[src/rtl/reg_file_access_ctrl_if.sv]
// reg_file_access_ctrl_if
//   Bundles every non-clock signal of the operand-fetch controller.
//   Signal groups:
//     - flush and the fetch request side (in_*);
//     - captured operands toward execute (out_*);
//     - writeback from the late pipeline (wb_*);
//     - register-file read/write port (rf_*);
//     - status (pending scoreboard, sticky proto_err).
//   Modports:
//     - slave: the controller itself.
//     - master: its environment (decode, execute, writeback and the register file).
interface reg_file_access_ctrl_if #(
  parameter int NUM_READ_PORTS = 3,
  parameter int SEL_WIDTH      = 4,
  parameter int DATA_WIDTH     = 32
);
  logic                                 flush;
  logic                                 in_valid;
  logic                                 in_ready;
  logic [NUM_READ_PORTS*SEL_WIDTH-1:0]  in_src_sel;
  logic [NUM_READ_PORTS-1:0]            in_src_en;
  logic [SEL_WIDTH-1:0]                 in_dst_sel;
  logic                                 in_dst_en;
  logic                                 out_valid;
  logic                                 out_ready;
  logic [NUM_READ_PORTS*DATA_WIDTH-1:0] out_src_data;
  logic [SEL_WIDTH-1:0]                 out_dst_sel;
  logic                                 out_dst_en;
  logic                                 wb_valid;
  logic [SEL_WIDTH-1:0]                 wb_sel;
  logic [DATA_WIDTH-1:0]                wb_data;
  logic [NUM_READ_PORTS*SEL_WIDTH-1:0]  rf_read_sel;
  logic [NUM_READ_PORTS*DATA_WIDTH-1:0] rf_read_data;
  logic [SEL_WIDTH-1:0]                 rf_write_sel;
  logic [DATA_WIDTH-1:0]                rf_write_data;
  logic                                 rf_write_en;
  logic [(2**SEL_WIDTH)-1:0]            pending;
  logic                                 proto_err;

  modport slave (
    input  flush, in_valid, in_src_sel, in_src_en, in_dst_sel, in_dst_en,
           out_ready, wb_valid, wb_sel, wb_data, rf_read_data,
    output in_ready, out_valid, out_src_data, out_dst_sel, out_dst_en,
           rf_read_sel, rf_write_sel, rf_write_data, rf_write_en, pending, proto_err
  );

  modport master (
    output flush, in_valid, in_src_sel, in_src_en, in_dst_sel, in_dst_en,
           out_ready, wb_valid, wb_sel, wb_data, rf_read_data,
    input  in_ready, out_valid, out_src_data, out_dst_sel, out_dst_en,
           rf_read_sel, rf_write_sel, rf_write_data, rf_write_en, pending, proto_err
  );
endinterface

[src/rtl/reg_file_access_ctrl.sv]
// reg_file_access_ctrl
//   Operand-fetch controller between decode and execute.
//   - Accepts a fetch request and reads the register file combinationally.
//   - Registers the operands one cycle later, with same-cycle writeback bypass.
//   - Keeps a pending-write scoreboard that stalls RAW/WAW hazards.
//   Ports:
//     clk  - rising-edge clock
//     rst  - asynchronous active-high reset
//     bus  - reg_file_access_ctrl_if.slave; carries the request, operand,
//            writeback, register-file and status signals
module reg_file_access_ctrl #(
  parameter int NUM_READ_PORTS = 3,
  parameter int SEL_WIDTH      = 4,
  parameter int DATA_WIDTH     = 32
) (
  input logic                  clk,
  input logic                  rst,
  reg_file_access_ctrl_if.slave bus
);
  localparam int NUM_REGS = 2**SEL_WIDTH;
  localparam int OPS_W    = NUM_READ_PORTS*DATA_WIDTH;
  localparam logic [SEL_WIDTH-1:0] ZERO_SEL = {SEL_WIDTH{1'b0}};

  logic                 out_valid_q,    out_valid_d;
  logic [OPS_W-1:0]     out_src_data_q, out_src_data_d;
  logic [SEL_WIDTH-1:0] out_dst_sel_q,  out_dst_sel_d;
  logic                 out_dst_en_q,   out_dst_en_d;
  logic [NUM_REGS-1:0]  pending_q,      pending_d;
  logic                 proto_err_q,    proto_err_d;

  logic                 wb_live_s;
  logic [NUM_REGS-1:0]  clr_vec_s;
  logic [NUM_REGS-1:0]  set_vec_s;
  logic [NUM_REGS-1:0]  eff_pending_s;
  logic                 hazard_s;
  logic                 in_ready_s;
  logic                 accept_s;
  logic [OPS_W-1:0]     cap_data_s;

  // Writeback decode: register 0 is never written, so it never clears anything.
  always_comb begin
    wb_live_s = bus.wb_valid && (bus.wb_sel != ZERO_SEL);
    clr_vec_s = {NUM_REGS{1'b0}};
    if (wb_live_s) begin
      clr_vec_s[bus.wb_sel] = 1'b1;
    end else begin
      clr_vec_s = {NUM_REGS{1'b0}};
    end
    // A write landing this cycle already resolves its hazard.
    eff_pending_s = pending_q & ~clr_vec_s;
  end

  // Hazard detection and request acceptance; in_ready ignores in_valid.
  always_comb begin
    hazard_s = 1'b0;
    for (int i = 0; i < NUM_READ_PORTS; i++) begin
      if (bus.in_src_en[i] && eff_pending_s[bus.in_src_sel[i*SEL_WIDTH +: SEL_WIDTH]]) begin
        hazard_s = 1'b1;
      end else begin
        hazard_s = hazard_s;
      end
    end
    if (bus.in_dst_en && eff_pending_s[bus.in_dst_sel]) begin
      hazard_s = 1'b1;
    end else begin
      hazard_s = hazard_s;
    end
    in_ready_s = !bus.flush && !hazard_s && (!out_valid_q || bus.out_ready);
    accept_s   = bus.in_valid && in_ready_s;
  end

  // Operand selection: zero register / unused source, then bypass, then register file.
  always_comb begin
    cap_data_s = {OPS_W{1'b0}};
    for (int i = 0; i < NUM_READ_PORTS; i++) begin
      if (!bus.in_src_en[i] || (bus.in_src_sel[i*SEL_WIDTH +: SEL_WIDTH] == ZERO_SEL)) begin
        cap_data_s[i*DATA_WIDTH +: DATA_WIDTH] = {DATA_WIDTH{1'b0}};
      end else if (bus.wb_valid && (bus.wb_sel == bus.in_src_sel[i*SEL_WIDTH +: SEL_WIDTH])) begin
        cap_data_s[i*DATA_WIDTH +: DATA_WIDTH] = bus.wb_data;
      end else begin
        cap_data_s[i*DATA_WIDTH +: DATA_WIDTH] = bus.rf_read_data[i*DATA_WIDTH +: DATA_WIDTH];
      end
    end
  end

  // Next-state computation for the output register, scoreboard and error flag.
  always_comb begin
    set_vec_s = {NUM_REGS{1'b0}};
    if (accept_s && bus.in_dst_en && (bus.in_dst_sel != ZERO_SEL)) begin
      set_vec_s[bus.in_dst_sel] = 1'b1;
    end else begin
      set_vec_s = {NUM_REGS{1'b0}};
    end

    out_valid_d    = out_valid_q;
    out_src_data_d = out_src_data_q;
    out_dst_sel_d  = out_dst_sel_q;
    out_dst_en_d   = out_dst_en_q;
    if (bus.flush) begin
      out_valid_d = 1'b0;
    end else if (accept_s) begin
      out_valid_d    = 1'b1;
      out_src_data_d = cap_data_s;
      out_dst_sel_d  = bus.in_dst_sel;
      out_dst_en_d   = bus.in_dst_en;
    end else if (out_valid_q && bus.out_ready) begin
      out_valid_d = 1'b0;
    end else begin
      out_valid_d = out_valid_q;
    end

    // OR-ing set after the clear lets a new claim win over a same-cycle retire.
    if (bus.flush) begin
      pending_d = {NUM_REGS{1'b0}};
    end else begin
      pending_d = eff_pending_s | set_vec_s;
    end

    // Sticky: a writeback nobody claimed is a protocol error, flush or not.
    proto_err_d = proto_err_q | (wb_live_s && !pending_q[bus.wb_sel]);
  end

  // State registers with asynchronous reset.
  always_ff @(posedge clk or posedge rst) begin
    if (rst) begin
      out_valid_q    <= 1'b0;
      out_src_data_q <= {OPS_W{1'b0}};
      out_dst_sel_q  <= ZERO_SEL;
      out_dst_en_q   <= 1'b0;
      pending_q      <= {NUM_REGS{1'b0}};
      proto_err_q    <= 1'b0;
    end else begin
      out_valid_q    <= out_valid_d;
      out_src_data_q <= out_src_data_d;
      out_dst_sel_q  <= out_dst_sel_d;
      out_dst_en_q   <= out_dst_en_d;
      pending_q      <= pending_d;
      proto_err_q    <= proto_err_d;
    end
  end

  assign bus.in_ready      = in_ready_s;
  assign bus.out_valid     = out_valid_q;
  assign bus.out_src_data  = out_src_data_q;
  assign bus.out_dst_sel   = out_dst_sel_q;
  assign bus.out_dst_en    = out_dst_en_q;
  assign bus.pending       = pending_q;
  assign bus.proto_err     = proto_err_q;
  assign bus.rf_read_sel   = bus.in_src_sel;
  assign bus.rf_write_sel  = bus.wb_sel;
  assign bus.rf_write_data = bus.wb_data;
  assign bus.rf_write_en   = wb_live_s;
endmodule

[src/flat_wrapper.sv]
// flat-port wrapper written by rule: the top's interface ports become plain ports
module reg_file_access_ctrl_flat 
#(
  parameter int NUM_READ_PORTS = 3,
  parameter int SEL_WIDTH      = 4,
  parameter int DATA_WIDTH     = 32
)
  (clk, rst, bus_flush, bus_in_valid, bus_in_src_sel, bus_in_src_en, bus_in_dst_sel, bus_in_dst_en, bus_out_ready, bus_wb_valid, bus_wb_sel, bus_wb_data, bus_rf_read_data, bus_in_ready, bus_out_valid, bus_out_src_data, bus_out_dst_sel, bus_out_dst_en, bus_rf_read_sel, bus_rf_write_sel, bus_rf_write_data, bus_rf_write_en, bus_pending, bus_proto_err);
  reg_file_access_ctrl_if #(.NUM_READ_PORTS(NUM_READ_PORTS), .SEL_WIDTH(SEL_WIDTH), .DATA_WIDTH(DATA_WIDTH)) bus_i ();
  input logic clk;
  input logic rst;
  input wire logic [$bits(bus_i.flush)-1:0] bus_flush;
  input wire logic [$bits(bus_i.in_valid)-1:0] bus_in_valid;
  input wire logic [$bits(bus_i.in_src_sel)-1:0] bus_in_src_sel;
  input wire logic [$bits(bus_i.in_src_en)-1:0] bus_in_src_en;
  input wire logic [$bits(bus_i.in_dst_sel)-1:0] bus_in_dst_sel;
  input wire logic [$bits(bus_i.in_dst_en)-1:0] bus_in_dst_en;
  input wire logic [$bits(bus_i.out_ready)-1:0] bus_out_ready;
  input wire logic [$bits(bus_i.wb_valid)-1:0] bus_wb_valid;
  input wire logic [$bits(bus_i.wb_sel)-1:0] bus_wb_sel;
  input wire logic [$bits(bus_i.wb_data)-1:0] bus_wb_data;
  input wire logic [$bits(bus_i.rf_read_data)-1:0] bus_rf_read_data;
  output wire logic [$bits(bus_i.in_ready)-1:0] bus_in_ready;
  output wire logic [$bits(bus_i.out_valid)-1:0] bus_out_valid;
  output wire logic [$bits(bus_i.out_src_data)-1:0] bus_out_src_data;
  output wire logic [$bits(bus_i.out_dst_sel)-1:0] bus_out_dst_sel;
  output wire logic [$bits(bus_i.out_dst_en)-1:0] bus_out_dst_en;
  output wire logic [$bits(bus_i.rf_read_sel)-1:0] bus_rf_read_sel;
  output wire logic [$bits(bus_i.rf_write_sel)-1:0] bus_rf_write_sel;
  output wire logic [$bits(bus_i.rf_write_data)-1:0] bus_rf_write_data;
  output wire logic [$bits(bus_i.rf_write_en)-1:0] bus_rf_write_en;
  output wire logic [$bits(bus_i.pending)-1:0] bus_pending;
  output wire logic [$bits(bus_i.proto_err)-1:0] bus_proto_err;
  assign bus_i.flush = bus_flush;
  assign bus_i.in_valid = bus_in_valid;
  assign bus_i.in_src_sel = bus_in_src_sel;
  assign bus_i.in_src_en = bus_in_src_en;
  assign bus_i.in_dst_sel = bus_in_dst_sel;
  assign bus_i.in_dst_en = bus_in_dst_en;
  assign bus_i.out_ready = bus_out_ready;
  assign bus_i.wb_valid = bus_wb_valid;
  assign bus_i.wb_sel = bus_wb_sel;
  assign bus_i.wb_data = bus_wb_data;
  assign bus_i.rf_read_data = bus_rf_read_data;
  assign bus_in_ready = bus_i.in_ready;
  assign bus_out_valid = bus_i.out_valid;
  assign bus_out_src_data = bus_i.out_src_data;
  assign bus_out_dst_sel = bus_i.out_dst_sel;
  assign bus_out_dst_en = bus_i.out_dst_en;
  assign bus_rf_read_sel = bus_i.rf_read_sel;
  assign bus_rf_write_sel = bus_i.rf_write_sel;
  assign bus_rf_write_data = bus_i.rf_write_data;
  assign bus_rf_write_en = bus_i.rf_write_en;
  assign bus_pending = bus_i.pending;
  assign bus_proto_err = bus_i.proto_err;
  reg_file_access_ctrl #(.NUM_READ_PORTS(NUM_READ_PORTS), .SEL_WIDTH(SEL_WIDTH), .DATA_WIDTH(DATA_WIDTH)) u_core (.clk(clk), .rst(rst), .bus(bus_i));
endmodule
[config.mk]
export PLATFORM = sky130hd
export DESIGN_NAME = reg_file_access_ctrl_flat
export DESIGN_NICKNAME = d
export VERILOG_FILES = /design/src/rtl/reg_file_access_ctrl_if.sv /design/src/rtl/reg_file_access_ctrl.sv /design/src/flat_wrapper.sv
export SDC_FILE = /design/constraint.sdc
export NUM_CORES = 1
export LEC_CHECK = 0
export ABC_AREA = 1
export BUFFER_PORTS_ARGS = -buffer_cell sky130_fd_sc_hd__buf_2
export CORE_MARGIN = 4
export CORE_UTILIZATION = 51
export DETAILED_ROUTE_END_ITERATION = 10
export PLACE_DENSITY = 0.85
export SLEW_MARGIN = 25
export SYNTH_ARGS = -nofsm -noshare
export SYNTH_HDL_FRONTEND = slang
export SYNTH_SLANG_ARGS = --single-unit
[constraint.sdc]
create_clock -name clk -period 7.6 [get_ports clk]
set_clock_uncertainty 0.2 [all_clocks]
set_input_delay 0.76 -clock clk [delete_from_list [all_inputs] [get_ports clk]]
set_output_delay 0.76 -clock clk [all_outputs]
set_load 0.05 [all_outputs]
==> impl_metrics.env, run 1 <==
export IMPL_initial_core_util=0.5289
export IMPL_synth_top_area_share=0.4202
export IMPL_netlist_area_um2=7087
export IMPL_dr_pass1_iters=5
export IMPL_worstHoldPathType="input pin to async pin"
export IMPL_crit_path_start="bus_wb_sel[1]"
export IMPL_hpwl_mm=18.76
export IMPL_syn_inst=820
export IMPL_slew_viol_final=0
export IMPL_setup_tns_ps=0
export IMPL_cts_tree="yes"
export IMPL_fillers=1119
export IMPL_grt_antenna_before_repair=1
export IMPL_fin_nets=1233
export IMPL_grt_pass1_wl_mm=38.66
export IMPL_root_buffer="clkbuf_16"
export IMPL_grt_use_total=0.3107
export IMPL_ys_ff_latch=119
export IMPL_synth_cell_types=30
export IMPL_dpl_worst_slack_ps=3628
export IMPL_power_uw=2630
export IMPL_cts_setup_buffers=0
export IMPL_ys_warnings_count=0
export IMPL_htreeDepth=4
export IMPL_r2r_start="u_core.bus.pending[1]$_DFF_PP0_"
export IMPL_die_height_um=125.9
export IMPL_p_per_area_nw_per_um2=287.0
export IMPL_drt_iter0_markers=794
export IMPL_wl_per_cell_um=20.29
export IMPL_fmax_ghz=0.2629
export IMPL_max_cap_viol_count=0
export IMPL_rsz0062_at_grt="no"
export IMPL_worstMarginPinSlew_ps=916.1
export IMPL_critPathLaunchType="input pin"
export IMPL_postRouteAntennaNets=0
export IMPL_peakVddDrop_uv=183.4
export IMPL_area_delta_synth_final_pct=29.29
export IMPL_fin_crit_ps=3804
export IMPL_postSynthAreaPerCell_um2=8.642
export IMPL_r2r_end="u_core.bus.out_src_data[90]$_DFFE_PP0P_"
export IMPL_yosys_area_top_type="dfrtp_1"
export IMPL_endpoint="bus_in_ready"
export IMPL_end_kind="primary output"
export IMPL_clockBufferDepth=2
export IMPL_mostFrequentLayoutCell="buf_2"
export IMPL_grt_pass1_vias=7011
export IMPL_drive_gt1_frac=0.3511
export IMPL_final_hold_violation_count=0
export IMPL_dieWidth_um=125.9
export IMPL_drt_total_wl_mm=25.67
export IMPL_dieArea_um2=15850
export IMPL_synth_area_leaders="dfrtp_1, mux2i_1, o31ai_1"
export IMPL_coreArea_um2=13400
export IMPL_rrSetupSlack_ps=4760
export IMPL_vias=7370
export IMPL_insertion_delay_ps=410
export IMPL_seq_area_frac_synth=0.4202
export IMPL_cts_sinks=119
export IMPL_status="complete, no violations"
export IMPL_cts_clk_slew_worst_paths_ps=60
export IMPL_path_max_fanout=11
export IMPL_final_setup_worst_slack_ps=3796
export IMPL_row_count=42
export IMPL_grt_max_degree=203
export IMPL_final_cell_mix="buf_2, nand2_1, dfrtp_1"
export IMPL_finalSetupViolations=0
export IMPL_arrival_ps=2840
export IMPL_cts_made_buffers=17
export IMPL_viasPerCell=5.826
export IMPL_post_route_drc_count=0
export IMPL_path_class="input pin to primary output"
export IMPL_cts_resized_gates=0
export IMPL_leakagePower_uw=0.005237
export IMPL_io_pins=327
export IMPL_synth_nets=978
export IMPL_io_buffers=326
export IMPL_finalCritPeriodShare=0.5005
export IMPL_overflow=0
export IMPL_routabilityCongestion=0.9860
export IMPL_slew_headroom=0.3860
export IMPL_holdBufCountCts=0
export IMPL_cp_required_ps=6640
export IMPL_reg2regPathDepth=10
-- layout make-up --
cell class	instances	area (um2)	share of cell area
antenna	1	2.502	0.0002731
clock buffer	22	464.2	0.05066
clock inverter	10	168.9	0.01844
inverter	33	126.4	0.01379
multi-input combinational	570	3491	0.3810
sequential	119	2978	0.3250
tap	176	220.2	0.02403
timing repair buffer	334	1712	0.1868
-- cell usage after synthesis --
cell / number
a21oi_1: 36
nor3_2: 1
o31ai_1: 99
buf_4: 55
o22ai_1: 3
o21ai_2: 2
nand2_2: 2
buf_2: 16
nor2_1: 32
mux2i_1: 96
a221oi_1: 2
dfrtp_1: 119
nand2_1: 197
inv_2: 3
clkbuf_1: 24
o21ai_0: 8
buf_1: 2
a31o_2: 1
a21boi_0: 1
clkinv_1: 1
o2111ai_1: 3
a22oi_1: 4
o21ai_1: 2
a211oi_1: 1
buf_6: 1
nor2_4: 1
nand4_1: 19
nor2_2: 2
nand3_1: 58
inv_1: 29
-- layer usage --
layer  GRT usage  part of all wire
met1      0.3941              0.37
met2      0.5020              0.48
met3     0.07451              0.11
met4      0.1476             0.041
met5           0                 0
-- worst min-delay path by stage --
stage	startpoint	to	slack, ps	depth (start not counted)
after floorplan	u_core.bus.out_dst_en$_DFFE_PP0P_	u_core.bus.out_dst_en$_DFFE_PP0P_	560	2
after CTS	rst	u_core.bus.out_src_data[53]$_DFFE_PP0P_	260	2
after detailed placement	u_core.bus.proto_err$_DFF_PP0_	u_core.bus.proto_err$_DFF_PP0_	260	1
final	rst	u_core.bus.out_src_data[86]$_DFFE_PP0P_	240	2
after global placement	u_core.bus.proto_err$_DFF_PP0_	u_core.bus.proto_err$_DFF_PP0_	250	1
after global routing	u_core.bus.out_src_data[2]$_DFFE_PP0P_	u_core.bus.out_src_data[2]$_DFFE_PP0P_	290	2
-- sequential cells by signal, summed over array words and instances, names as in the netlist --
register / cells
u_core.bus.proto_err: 1
u_core.bus.out_dst_en: 1
u_core.bus.pending: 16
u_core.bus.out_valid: 1
u_core.bus.out_src_data: 96
u_core.bus.out_dst_sel: 4
-- worst max-delay path: stages --
cell and delay [ps]:
buf_2 220, inv_1 150, nor2_1 260, nand3_1 220
nand3_1 120, nand3_1 70, a21oi_1 140, nand2_1 70
nand3_1 120, nand3_1 130, nor2_2 240, buf_2 330
-- through the flow --
step	std cells	cell area [um2]	hold slack, ps	utilization
after floorplan	820	7087	555.7	-
after CTS	1263	9133	264.0	0.6815
after detailed placement	1231	8499	259.6	0.6343
final	1265	9163	244.8	0.6838
after global routing	1265	9163	291.3	0.6838
after global placement	1231	8499	246.2	0.6343
-- logic make-up (layout without fill, tap and decap cells) --
family | after synthesis | after routing | share of synthesized area
buffers and inverters | 131 | 399 | 0.1024
AND/OR/NAND/NOR | 312 | 312 | 0.1856
other | 0 | 1 | 0
multiplexers | 96 | 96 | 0.1356
flip-flops | 119 | 119 | 0.4202
AO/OA/AOI/OAI | 162 | 162 | 0.1563
-- power by group --
group	internal [uW]	total [uW]	switching, uW
sequential	748	822	73.5
clock	569	869	300
combinational	214	939	725
total	1530	2630	1100
Note: power is estimated with default switching activity, not from simulation.
==> run 2: changes to the inputs <==
--- a/config.mk
+++ b/config.mk
@@ -8,9 +8,9 @@
 export ABC_AREA = 1
 export BUFFER_PORTS_ARGS = -buffer_cell sky130_fd_sc_hd__buf_2
 export CORE_MARGIN = 4
-export CORE_UTILIZATION = 51
+export CORE_UTILIZATION = 48
 export DETAILED_ROUTE_END_ITERATION = 10
-export PLACE_DENSITY = 0.85
+export PLACE_DENSITY = 0.81
 export SLEW_MARGIN = 25
 export SYNTH_ARGS = -nofsm -noshare
 export SYNTH_HDL_FRONTEND = slang
==> constraint.sdc (replaced) <==
create_clock -name clk -period 3.75 [get_ports clk]
set_clock_uncertainty 0.2 [all_clocks]
set_input_delay 0.375 -clock clk [delete_from_list [all_inputs] [get_ports clk]]
set_output_delay 0.375 -clock clk [all_outputs]
set_load 0.05 [all_outputs]
==> impl_metrics.env, run 2 (same netlist as run 1, synthesis figures left out) <==
export IMPL_cts_tree="yes"
export IMPL_post_route_drc_count=0
export IMPL_arrival_ps=3160
export IMPL_combinationalPowerShare=0.372
export IMPL_max_cap_viol_count=0
export IMPL_drt_total_wl_mm=25.00
export IMPL_path_cells="buf_2 > nor2_1 > nand2_2 > nand3_1 > nand2_1 > nand2_1 > nand2_1 > nor2_1 > nor2_1 > nor2_1 > nand2_1 > nand3_1 > nor2_2 > nand2_8 > buf_12 > nand2_1 > o31ai_1"
export IMPL_leakagePower_uw=0.005239
export IMPL_fmax_ghz=0.3261
export IMPL_fin_crit_ps=3066
export IMPL_cts_made_buffers=17
export IMPL_dr_pass1_iters=5
export IMPL_path_max_fanout=95
export IMPL_finalSetupViolations=0
export IMPL_vias=7351
export IMPL_path_common_cell="nand2_1"
export IMPL_rsz0062_at_grt="no"
export IMPL_swShare=0.4235
export IMPL_stdcell_area_um2=9141
export IMPL_dieWidth_um=129.5
export IMPL_cp_required_ps=3850
export IMPL_io_buffers=326
export IMPL_holdBufCountCts=1
export IMPL_setup_tns_ps=0
export IMPL_viasPerCell=5.752
export IMPL_htreeDepth=4
export IMPL_routabilityCongestion=0.9985
export IMPL_coreArea_um2=14480
export IMPL_grt_antenna_before_repair=2
export IMPL_clockBufferDepth=2
export IMPL_grt_pass1_vias=6803
export IMPL_final_cell_mix="buf_2, nand2_1, dfrtp_1"
export IMPL_drive_gt1_frac=0.3532
export IMPL_slew_headroom=0.4348
export IMPL_io_pins=327
export IMPL_grt_pass1_wl_mm=37.34
export IMPL_largest_register_ffs=96
export IMPL_overflow=0
export IMPL_initial_core_util=0.4895
export IMPL_postRouteAntennaNets=0
export IMPL_finalCritPeriodShare=0.8177
export IMPL_die_height_um=129.5
export IMPL_dieArea_um2=16770
export IMPL_p_switching_uw=2158
export IMPL_place_area_um2=8574
export IMPL_path_class="input pin to flip-flop"
export IMPL_cts_sinks=119
export IMPL_hpwl_mm=18.65
export IMPL_grt_max_degree=96
export IMPL_status="complete, no violations"
export IMPL_final_hold_violation_count=0
export IMPL_end_kind="flip-flop"
export IMPL_cts_setup_buffers=0
export IMPL_row_count=44
export IMPL_cpPeakStageDelay_ps=370
export IMPL_root_buffer="clkbuf_16"
export IMPL_fin_nets=1240
export IMPL_worstMarginPinSlew_ps=847.8
export IMPL_worstHoldPathType="input pin to flip-flop"
export IMPL_seqPwrFrac=0.324
export IMPL_area_delta_synth_final_pct=28.99
export IMPL_drt_iter0_markers=674
export IMPL_cts_clk_slew_worst_paths_ps=50
export IMPL_fillers=1274
export IMPL_clkPwrFrac=0.303
export IMPL_p_per_area_nw_per_um2=557.4
export IMPL_critPathLaunchType="input pin"
export IMPL_mostFrequentLayoutCell="buf_2"
export IMPL_cts_resized_gates=0
export IMPL_grt_use_total=0.2867
export IMPL_wl_per_cell_um=19.56
export IMPL_slowest_stage="buf_12"
export IMPL_p_int_uw=2938
export IMPL_insertion_delay_ps=400
export IMPL_slew_viol_final=0
export IMPL_peakVddDrop_uv=359.8
## run 2: stage by stage
stage	hold slack, ps	power (uW)	cells	util	setup slack [ps]
2_1_floorplan	328.7	3043	820	-	17.53
3_3_place_gp	247.3	3535	1246	0.5922	335.7
3_5_place_dp	264.2	3560	1246	0.5922	376.6
4_1_cts	32.48	5106	1277	0.6312	761.2
5_1_grt	93.48	5296	1278	0.6314	429.4
6_report	51.77	5095	1278	0.6314	683.6
## run 2: path summary, 6_finish.rpt
check                                                start                                       to  slack [ps]  cells after the start
min in group asynchronous                              rst   u_core.bus.out_src_data[0]$_DFFE_PP0P_         480                      3
hold / removal                               bus_out_ready         u_core.bus.out_valid$_DFFE_PP0P_          50                      4
setup / recovery                             bus_wb_sel[2]  u_core.bus.out_src_data[47]$_DFFE_PP0P_         680                     17
hold reg to reg             u_core.bus.proto_err$_DFF_PP0_           u_core.bus.proto_err$_DFF_PP0_         270                      1
setup reg to reg           u_core.bus.pending[9]$_DFF_PP0_  u_core.bus.out_src_data[47]$_DFFE_PP0P_         930                     12
max in group asynchronous                              rst         u_core.bus.pending[13]$_DFF_PP0_        1950                      4
## run 2: power by group through the flow
stage | sequential (uW) | clock [uW] | combinational (uW)
after floorplan | 2480 | 0 | 568
after global placement | 1660 | 0 | 1870
after detailed placement | 1660 | 0 | 1900
after CTS | 1650 | 1560 | 1900
after global routing | 1680 | 1620 | 2000
final | 1650 | 1550 | 1900
## run 2: cell type report
cell class	count	area, um2	share of cell area
antenna	1	2.502	0.0002737
clock buffer	21	450.4	0.04927
clock inverter	9	103.9	0.01136
inverter	33	126.4	0.01382
multi-input combinational	570	3491	0.3819
sequential	119	2978	0.3258
tap	184	230.2	0.02518
timing repair buffer	341	1759	0.1924
## run 2: layer usage
| layer | vias up | wire [um] | GRT usage |
|---|---|---|---|
| li1 | 3375 | - | - |
| met1 | 3481 | 10020 | 0.3841 |
| met2 | 434 | 12020 | 0.4585 |
| met3 | 59 | 2339 | 0.06843 |
| met4 | 2 | 613 | 0.09963 |
| met5 | - | 13 | 0 |
## run 2: worst max-delay path: cells and delay by family
family / cells / cell delay [ps]
simple gates: 14 / 2010
buf+inv: 2 / 530
compound gates: 1 / 100
